[config.mk]
export PLATFORM = sky130hd
export DESIGN_NAME = key_matrix_scan_ctrl_flat
export DESIGN_NICKNAME = d
export VERILOG_FILES = /design/src/rtl/key_matrix_scan_ctrl_pkg.sv /design/src/rtl/key_matrix_scan_ctrl_if.sv /design/src/rtl/key_matrix_scan_ctrl_col_scanner.sv /design/src/rtl/key_matrix_scan_ctrl.sv /design/src/flat_wrapper.sv
export SDC_FILE = /design/constraint.sdc
export NUM_CORES = 1
export LEC_CHECK = 0
export ABC_AREA = 1
export BUFFER_PORTS_ARGS = -buffer_cell sky130_fd_sc_hd__buf_4
export CAP_MARGIN = 10
export CORE_ASPECT_RATIO = 1.1
export CORE_MARGIN = 1.5
export CORE_UTILIZATION = 30
export CTS_CLUSTER_DIAMETER = 60
export DETAILED_ROUTE_END_ITERATION = 12
export SKIP_CTS_REPAIR_TIMING = 1
export SLEW_MARGIN = 10
export SYNTH_ARGS = -nofsm -noshare
export SYNTH_HDL_FRONTEND = slang
export SYNTH_SLANG_ARGS = --single-unit
export TNS_END_PERCENT = 30
[constraint.sdc]
create_clock -name clk -period 2.5 [get_ports clk]
set_input_delay 0.125 -clock clk [delete_from_list [all_inputs] [get_ports clk]]
set_output_delay 0.125 -clock clk [all_outputs]
set_load 0.01 [all_outputs]
[src/rtl/key_matrix_scan_ctrl_pkg.sv]
// key_pkg: keypad geometry, FSM state type and snapshot decode helpers for key_matrix_scan_ctrl.
package key_pkg;
    localparam int KEY_ROWS   = 4;
    localparam int KEY_COLS   = 4;
    localparam int KEY_CODE_W = 4;
    localparam int KEY_N      = KEY_ROWS * KEY_COLS;

    typedef enum logic [1:0] {IDLE, DEBOUNCE, PRESSED, RELEASE} key_state_e;

    function automatic logic one_hot(input logic [KEY_N-1:0] s);
        return s != '0 && (s & (s - 1'b1)) == '0;
    endfunction

    function automatic logic [KEY_CODE_W-1:0] key_index(input logic [KEY_N-1:0] s);
        logic [KEY_CODE_W-1:0] idx;
        idx = '0;
        for (int i = 0; i < KEY_N; i++)
            if (s[i]) idx = KEY_CODE_W'(i);
        return idx;
    endfunction
endpackage

[src/rtl/key_matrix_scan_ctrl_if.sv]
// key_matrix_scan_ctrl_if: valid/ready key-event channel from the scanner to the UI logic.
interface key_matrix_scan_ctrl_if;
    import key_pkg::*;
    logic                  key_valid;
    logic [KEY_CODE_W-1:0] key_code;
    logic                  key_ready;
    modport master (output key_valid, key_code, input key_ready);
    modport slave  (input key_valid, key_code, output key_ready);
endinterface

[src/rtl/key_matrix_scan_ctrl_col_scanner.sv]
// key_col_scanner: column rotation, row synchroniser and full-keypad snapshot with a per-scan strobe.
module key_col_scanner
    import key_pkg::*;
#(
    parameter int SCAN_DIV = 1000
) (
    input  logic                clk,
    input  logic                rst_n,
    input  logic [KEY_ROWS-1:0] row_n,
    output logic [KEY_COLS-1:0] col_n,
    output logic [KEY_N-1:0]    snapshot,
    output logic                scan_done
);
    localparam int DIV_W = $clog2(SCAN_DIV);
    localparam int COL_W = $clog2(KEY_COLS);

    logic [DIV_W-1:0]    div_cnt;
    logic [COL_W-1:0]    col;
    logic [KEY_ROWS-1:0] row_s1, row_s2;
    logic                cap;

    assign cap = div_cnt == DIV_W'(SCAN_DIV - 1);

    // Capture at the end of the dwell so the synchroniser has settled on this column's rows
    always_ff @(posedge clk or negedge rst_n) begin
        if (!rst_n) begin
            row_s1    <= '1;
            row_s2    <= '1;
            div_cnt   <= '0;
            col       <= '0;
            col_n     <= 4'b1110;
            snapshot  <= '0;
            scan_done <= 1'b0;
        end else begin
            row_s1    <= row_n;
            row_s2    <= row_s1;
            div_cnt   <= cap ? '0 : div_cnt + 1'b1;
            scan_done <= cap && col == COL_W'(KEY_COLS - 1);
            if (cap) begin
                snapshot[col*KEY_ROWS +: KEY_ROWS] <= ~row_s2;
                col   <= col + 1'b1;
                col_n <= ~(KEY_COLS'(1) << (col + 1'b1));
            end
        end
    end
endmodule

[src/rtl/key_matrix_scan_ctrl.sv]
// key_matrix_scan_ctrl: 4x4 keypad scanner with snapshot debounce and one-entry event output.
// Define KEY_REPEAT_EN to add auto-repeat events while a key stays held.
module key_matrix_scan_ctrl
    import key_pkg::*;
#(
    parameter int SCAN_DIV       = 1000,
    parameter int DEBOUNCE_SCANS = 4,
    parameter int REPEAT_DELAY   = 250,
    parameter int REPEAT_RATE    = 50
) (
    input  logic                  clk,
    input  logic                  rst_n,
    input  logic [KEY_ROWS-1:0]   row_n,
    output logic [KEY_COLS-1:0]   col_n,
    key_matrix_scan_ctrl_if.master kif,
    output logic                  key_pressed,
    output logic                  event_drop
);
    localparam int DCNT_W = $clog2(DEBOUNCE_SCANS + 1);

    if (SCAN_DIV < 2) begin : g_bad_div
        $error("SCAN_DIV must be >= 2");
    end
    if (DEBOUNCE_SCANS < 1) begin : g_bad_deb
        $error("DEBOUNCE_SCANS must be >= 1");
    end
    if (REPEAT_DELAY < 1 || REPEAT_RATE < 1) begin : g_bad_rpt
        $error("REPEAT_DELAY and REPEAT_RATE must be >= 1");
    end

    logic [KEY_N-1:0]      snapshot;
    logic                  scan_done;
    logic                  single, hit, emit, rpt_fire, load;
    logic [KEY_CODE_W-1:0] code, cand, emit_code;
    logic [DCNT_W-1:0]     dcnt;
    key_state_e            state;

    key_col_scanner #(.SCAN_DIV(SCAN_DIV)) u_scan (
        .clk      (clk),
        .rst_n    (rst_n),
        .row_n    (row_n),
        .col_n    (col_n),
        .snapshot (snapshot),
        .scan_done(scan_done)
    );

    // Multi-key snapshots decode as "no key" so ghosting never produces a code
    assign single    = one_hot(snapshot);
    assign code      = key_index(snapshot);
    assign hit       = single && code == cand;
    assign emit_code = state == IDLE ? code : cand;
    assign emit      = scan_done && ((state == IDLE && single && DEBOUNCE_SCANS == 1) ||
                                     (state == DEBOUNCE && hit && dcnt == DCNT_W'(DEBOUNCE_SCANS - 1)))
                       || rpt_fire;
    assign load      = emit && (!kif.key_valid || kif.key_ready);

`ifdef KEY_REPEAT_EN
    localparam int RPT_MAX = REPEAT_DELAY > REPEAT_RATE ? REPEAT_DELAY : REPEAT_RATE;
    localparam int RPT_W   = $clog2(RPT_MAX + 1);

    logic [RPT_W-1:0] rpt_cnt;
    logic             rpt_armed;

    assign rpt_fire = scan_done && state == PRESSED && hit &&
                      int'(rpt_cnt) + 1 == (rpt_armed ? REPEAT_RATE : REPEAT_DELAY);

    // Any scan that leaves PRESSED clears the counter, so RELEASE sees it held at zero
    always_ff @(posedge clk or negedge rst_n) begin
        if (!rst_n) begin
            rpt_cnt   <= '0;
            rpt_armed <= 1'b0;
        end else if (scan_done && state == PRESSED) begin
            rpt_cnt   <= (!hit || rpt_fire) ? '0 : rpt_cnt + 1'b1;
            rpt_armed <= hit && (rpt_armed || rpt_fire);
        end
    end
`else
    assign rpt_fire = 1'b0;
`endif

    always_ff @(posedge clk or negedge rst_n) begin
        if (!rst_n) begin
            state         <= IDLE;
            cand          <= '0;
            dcnt          <= '0;
            key_pressed   <= 1'b0;
            kif.key_valid <= 1'b0;
            kif.key_code  <= '0;
            event_drop    <= 1'b0;
        end else begin
            kif.key_valid <= emit || (kif.key_valid && !kif.key_ready);
            kif.key_code  <= load ? emit_code : kif.key_code;
            event_drop    <= emit && !load;
            if (scan_done) begin
                case (state)
                    IDLE: if (single) begin
                        cand        <= code;
                        dcnt        <= DCNT_W'(1);
                        state       <= DEBOUNCE_SCANS == 1 ? PRESSED : DEBOUNCE;
                        key_pressed <= DEBOUNCE_SCANS == 1;
                    end
                    DEBOUNCE: if (!hit) state <= IDLE;
                    else begin
                        dcnt <= dcnt + 1'b1;
                        if (dcnt == DCNT_W'(DEBOUNCE_SCANS - 1)) begin
                            state       <= PRESSED;
                            key_pressed <= 1'b1;
                        end
                    end
                    PRESSED: if (!hit) begin
                        dcnt        <= DCNT_W'(1);
                        state       <= DEBOUNCE_SCANS == 1 ? IDLE : RELEASE;
                        key_pressed <= DEBOUNCE_SCANS != 1;
                    end
                    RELEASE: if (hit) state <= PRESSED;
                    else begin
                        dcnt <= dcnt + 1'b1;
                        if (dcnt == DCNT_W'(DEBOUNCE_SCANS - 1)) begin
                            state       <= IDLE;
                            key_pressed <= 1'b0;
                        end
                    end
                    default: state <= IDLE;
                endcase
            end
        end
    end
endmodule

[src/flat_wrapper.sv]
// flat-port wrapper written by rule: the top's interface ports become plain ports
module key_matrix_scan_ctrl_flat import key_pkg::*;
#(
    parameter int SCAN_DIV       = 1000,
    parameter int DEBOUNCE_SCANS = 4,
    parameter int REPEAT_DELAY   = 250,
    parameter int REPEAT_RATE    = 50
)
  (clk, rst_n, row_n, col_n, key_pressed, event_drop, kif_key_valid, kif_key_code, kif_key_ready);
  key_matrix_scan_ctrl_if kif_i ();
  input  logic clk;
  input  logic rst_n;
  input  logic [KEY_ROWS-1:0] row_n;
  output logic [KEY_COLS-1:0] col_n;
  output logic key_pressed;
  output logic event_drop;
  output wire logic [$bits(kif_i.key_valid)-1:0] kif_key_valid;
  output wire logic [$bits(kif_i.key_code)-1:0] kif_key_code;
  input wire logic [$bits(kif_i.key_ready)-1:0] kif_key_ready;
  assign kif_key_valid = kif_i.key_valid;
  assign kif_key_code = kif_i.key_code;
  assign kif_i.key_ready = kif_key_ready;
  key_matrix_scan_ctrl #(.SCAN_DIV(SCAN_DIV), .DEBOUNCE_SCANS(DEBOUNCE_SCANS), .REPEAT_DELAY(REPEAT_DELAY), .REPEAT_RATE(REPEAT_RATE)) u_core (.clk(clk), .rst_n(rst_n), .row_n(row_n), .col_n(col_n), .kif(kif_i), .key_pressed(key_pressed), .event_drop(event_drop));
endmodule
Word-level counts from Yosys, hierarchy flattened
Cells that the tools add are included.

word-level totals
  output and inout port bits = 11
  RAM bits = 0
  latch bits = 0
  logic and storage cells = 98
  register bits after elaboration = 57
  input port bits = 7
  memories = 0
  memory bits (read-only) = 0

cells by class
  add/subtract/negate cells = 5
  bitwise operators = 3
  multipliers = 0
  magnitude comparators = 0
  shifts and indexed selects = 3
  mux-type cells = 37
  equal/unequal tests = 15
  div/mod/pow operators = 0
  reductions and logical operators = 21

operators with widths
  cell                                                                      number
  4-bit 2-to-1 mux                                                          9
  4-bit negator with 34-bit output                                          1
  4-bit by 34-bit variable shift with 16-bit output (first input constant)  1
  4-bit by 34-bit variable part select with 16-bit output                   1
  3-bit 2-to-1 mux                                                          8
  16-bit bitwise AND                                                        1
  16-bit bitwise mux                                                        1
  16-bit zero test                                                          1
  2-bit 2-to-1 mux                                                          8
  16-bit nonzero test                                                       1
  16-bit by 1-bit subtractor with 16-bit output (second input constant)     1
  3-bit case mux with 4 select lines                                        1
  10-bit by 1-bit adder with 10-bit output (second input constant)          1
  10-bit == test (second input constant)                                    1
  10-bit 2-to-1 mux                                                         1
  5-bit AND reduction                                                       2
  1-bit logical AND                                                         9
  4-bit NOT                                                                 2
  2-bit case mux with 4 select lines                                        1
  1-bit 2-to-1 mux                                                          7
  7-bit AND reduction                                                       1
  2-bit == test (second input constant)                                     3
  2-bit by 1-bit != test with 1-bit output (second input constant)          3
  2-bit != test (second input constant)                                     3
  other kinds (13)                                                          16

Longest topological paths before layout
  depth after elaboration = 23
  depth in mapped cells = 22

Modules after synthesis
From an unflattened synthesis, not the netlist that was laid out.

unflattened totals
  cell total of the unflattened synthesis = 396
  area total of the unflattened synthesis = 3193.1 um^2

modules (own cells, without submodules)
  module                cells each  sequential area each (um^2)  area each (um^2)  times used
  key_col_scanner       213         1039.7                       1864.3            1
  key_matrix_scan_ctrl  183         400.4                        1328.8            1

Worst setup path after synthesis
Ideal clock, no wire load.

  path type = flip-flop to flip-flop
  from = register u_core.u_scan.snapshot[1]
  to = register u_core.kif.key_code[1]
  period minus slack after synthesis = 1.983 ns
  data arrival time = 1.860 ns
  cell stages (with the launch flop) = 15
  setup slack = 0.517 ns
  setup time = 0.123 ns
  path through = dfrtp_1 nor2_4 nand2_4 nor2_2 nand2_1 o21ai_1 nand3_1 a21oi_2 nand3_2 nor2_4 nand3_2 nor2_2 nand2_2 nand2_1 o21ai_1

between the ends
  longest elaborated chain between the ends = 21

RTL lines
  what                                 RTL line                                RTL
  from (decl)                          key_matrix_scan_ctrl_col_scanner.sv:11  output logic [KEY_N-1:0] snapshot,
  from (signal, indexed assignment)    key_matrix_scan_ctrl_col_scanner.sv:40  snapshot[col*KEY_ROWS +: KEY_ROWS] <= ~row_s2;
  1-bit 2-to-1 mux                     key_matrix_scan_ctrl_pkg.sv:18          if (s[i]) idx = KEY_CODE_W'(i);
  2-bit 2-to-1 mux (2 in series)       key_matrix_scan_ctrl_pkg.sv:18
  3-bit 2-to-1 mux (4 in series)       key_matrix_scan_ctrl_pkg.sv:18
  4-bit 2-to-1 mux (8 in series)       key_matrix_scan_ctrl_pkg.sv:18
  4-bit == test                        key_matrix_scan_ctrl.sv:50              assign hit = single && code == cand;
  1-bit logical AND (*)                key_matrix_scan_ctrl.sv:50
  1-bit logical AND (*) (2 in series)  key_matrix_scan_ctrl.sv:53              (state == DEBOUNCE && hit && dcnt == DCNT_W'(DEBOUNCE_SCANS - 1)))
  1-bit logical AND (*)                key_matrix_scan_ctrl.sv:52              assign emit = scan_done && ((state == IDLE && single && DEBOUNCE_SCANS == 1) ||
  1-bit logical AND (*)                key_matrix_scan_ctrl.sv:55              assign load = emit && (!kif.key_valid || kif.key_ready);
  to (signal assigned)                 key_matrix_scan_ctrl.sv:92              kif.key_code <= load ? emit_code : kif.key_code;
  to (decl)                            key_matrix_scan_ctrl_if.sv:7            modport master (output key_valid, key_code, input key_ready);

Every way passes the cells marked *; elsewhere a longest branch is shown, timed or not.
A chain may end at the register's enable or synchronous reset.

Worst setup path in the final report
  from = register u_core.u_scan.snapshot[1]
  to = register u_core.kif.key_code[2]

Same word-level chain as after synthesis.

==> summary.txt <==
Timing
  • Final Hold Vio Count: 0
  • Worst slew margin: 52.6%
  • Clock Skew: 5.18 ps
  • Setup violations, final: 0
  • Tmin final: 2250 ps
  • Total negative slack: 0 ps
  • Final period utilization: 90.2%
  • Fmax: 444 MHz
  • Pins Over Slew Limit: 0
  • Unrepaired setup endpoints after global routing: false
  • Hold_ws: 80.6 ps
  • Worst-Margin Slew: 711 ps

Final layout
  • Area delta synth->final: 19.3%
  • Final Core Density: 37.1%
  • NumNets Final: 403
  • Filler cells: 1000
  • Diodes inserted: 0
  • Layout cell share with drive strength beyond 1: 18.5%

Synthesis
  • Avg Inst Size Synth: 8.38 µm²
  • Distinct cell type count after synthesis: 32
  • Post-Syn Area: 0.00293 mm²
  • Seq/Total Area, Yosys: 49.1%
  • Synth top area cells: dfrtp_1 (39%), dfstp_2 (9.9%), nand2_1 (8.8%)
  • Top cell type's share of synthesized area: 39.2%
  • Post-Synthesis Cells: 350
  • Async set or reset register ratio after synthesis: 100%
  • Dominant cell type by area after synthesis: dfrtp_1
  • Mapped Nets: 369
  • Top FF cell, synth: dfrtp_1
  • FF+latch count, synth: 57
  • Synth warnings: 0
  • Post-synth EDFFs: 0

Routing
  • Routed vias: 2336
  • Routed Antenna Nets: 0
  • 1st-iter DRT viols: 88
  • Drt drc: 0
  • Detailed Routing Iterations Pass 1: 4
  • Via density: 4.62
  • Final Routed Wirelength: 5640 µm
  • WL/cell: 11.1 µm

Clock tree
  • CTS buffer count: 9
  • CTS tree: yes
  • Clk buf depth: 2
  • Clock Sinks: 57
  • Worst-path clk slew: 70 ps
  • Clk_lat worst skew: 340 ps
  • CTS H-tree lvls: 3
  • CTS root buffer: clkbuf_8

Global routing
  • Top Usage Layer GRT: met2
  • Vias in the first global route: 2288
  • Grt met2 use: 20.5%
  • First-pass GRT wire length: 10100 µm
  • GR Util met1: 14.5%
  • Largest net degree at the start of global routing: 58
  • Total congestion overflow: 0
  • Total GRT Usage: 12.2%
  • Initial antenna violation count: 0
  • Met3 GRT Util: 4.50%

Critical path
  • Critical Path RT: 2710 ps
  • CP max FO: 8
  • Crit. End Element: flop
  • Crit-path max cell delay: 430 ps
  • Crit path cell chain: nor2_4, nand2_4, nor3_4, nand2_1, nand2_1, o21ai_1, nor3_2, nand3_2, nor2_4, nand3_2, nor2_2, nand2_2, nand2_1, o21ai_1
  • Slowest-stage cell, CP: dfrtp_1
  • Most used cell, CP: nand2_1
  • WP buf/inv: 0
  • CP top delay family: simple AND/OR/NAND/NOR gates
  • Worst Path Arrival: 2470 ps
  • Startpoint type of the worst setup path: flop
  • Critical path type: flop to flop

Hold path
  • Worst hold path type: primary input to flop

Power and ir drop
  • Maximum VDD drop: 0.000376 V
  • Power density over the cells: 526 mW/mm²
  • Leak Pwr: 1.67 nW

Floorplan
  • Width of the chip: 97.3 µm
  • I/O Pins: 18
  • Die area: 0.0104 mm²
  • Initial Util: 31.1%
  • Die height: 107 µm
  • Std-Cell Core Area: 0.00944 mm²
  • Row count: 37

Place
  • Buffers on Ports: 17
  • Hpwl dp: 4080 µm
  • Final GP Congestion: 0.795

Run status
  • Status: finished clean

Flow run
  • Max_cap viols: 0
-- worst register-to-register path, stage by stage, from the launching register on --
cell	delay [ps]
dfrtp_1	430
nor2_4	160
nand2_4	100
nor3_4	240
nand2_1	80
nand2_1	60
o21ai_1	70
nor3_2	130
nand3_2	160
nor2_4	200
nand3_2	120
nor2_2	130
nand2_2	120
nand2_1	80
o21ai_1	60
-- logic make-up (layout without fill, tap and decap cells) --
| group | Yosys count | in the layout | synth area share, % |
|---|---|---|---|
| compound gates | 56 | 56 | 10.2 |
| xor+xnor | 5 | 5 | 1.49 |
| fa+ha+maj | 12 | 12 | 5.12 |
| buf+inv | 51 | 90 | 6.53 |
| flops | 57 | 57 | 49.1 |
| mux | 2 | 2 | 0.768 |
| simple gates | 167 | 167 | 26.8 |
-- layout make-up --
class	count	area, µm²	share of cell area (%)
flip-flops and latches	57	1440	41.2
multi-input cells	242	1320	37.8
repair buffers	25	200	5.72
inverters	49	184	5.26
well taps	117	146	4.18
clock buffers	10	138	3.93
clock inverters	6	66.3	1.89
-- synth_stat cells (11+ instances only) --
master   count
a21oi_1     11
dfrtp_1     46
dfstp_2     11
ha_1        12
inv_1       48
nand2_1     69
nand3_1     19
nand4_1     12
nor2_1      40
o21ai_0     26
o21ai_1     11
-- worst paths after layout --
kind / start / endpoint / slack (ps) / depth (start not counted)
max: u_core.u_scan.snapshot[1] / u_core.kif.key_code[2] / 250 / 14
min: kif_key_ready / u_core.event_drop / 80 / 4
max reg2reg: u_core.u_scan.snapshot[1] / u_core.kif.key_code[2] / 250 / 14
min reg2reg: u_core.u_scan.row_s1[3] / u_core.u_scan.row_s2[3] / 360 / 0
max in group asynchronous: rst_n / u_core.u_scan.snapshot[4] / 1600 / 2
min in group asynchronous: rst_n / u_core.u_scan.div_cnt[1] / 380 / 2
-- cell usage in the layout, fill, tap and decap left out, types with 5 or more instances in the layout --
cell,n
nor2_1,40
ha_1,12
inv_1,48
nor3_1,6
o21ai_1,11
buf_4,20
a21oi_1,11
dfstp_2,11
clkbuf_8,10
nand4_1,12
dfrtp_1,45
nand3_1,19
nand2_1,67
dlygate4sd3_1,5
o21ai_0,26
-- per-layer routing --
layer / wire [µm] / part of all wire, %
met1: 2610 / 46
met4: 69 / 1.2
met2: 2750 / 49
met5: 0 / 0
met3: 212 / 3.8
-- power breakdown --
part	internal, W	total (W)	switching (W)
combinational	0.0000116	0.0000309	0.0000193
clock	0.000488	0.000874	0.000386
sequential	0.000934	0.000937	0.00000291
-- through the flow --
step / cells / worst slack [ps] / instance area (µm²) / power (W)
2_1_floorplan: 350 / 517 / 2930 / 0.000954
3_3_place_gp: 485 / 296 / 3220 / 0.000980
3_5_place_dp: 485 / 234 / 3220 / 0.000981
4_1_cts: 501 / 212 / 3430 / 0.00187
6_report: 506 / 246 / 3500 / 0.00184
5_1_grt: 506 / 18.3 / 3500 / 0.00192
-- registers in the layout (all words and copies together) (netlist names), 2 cells and up, named ones only --
name and cells:
u_core.u_scan.row_s2 4, u_core.u_scan.col 2, u_core.u_scan.col_n 4, u_core.u_scan.row_s1 4, u_core.u_scan.snapshot 16, u_core.u_scan.div_cnt 10
u_core.cand 4, u_core.dcnt 3, u_core.kif.key_code 4
Power figures use the tool's default switching activity.
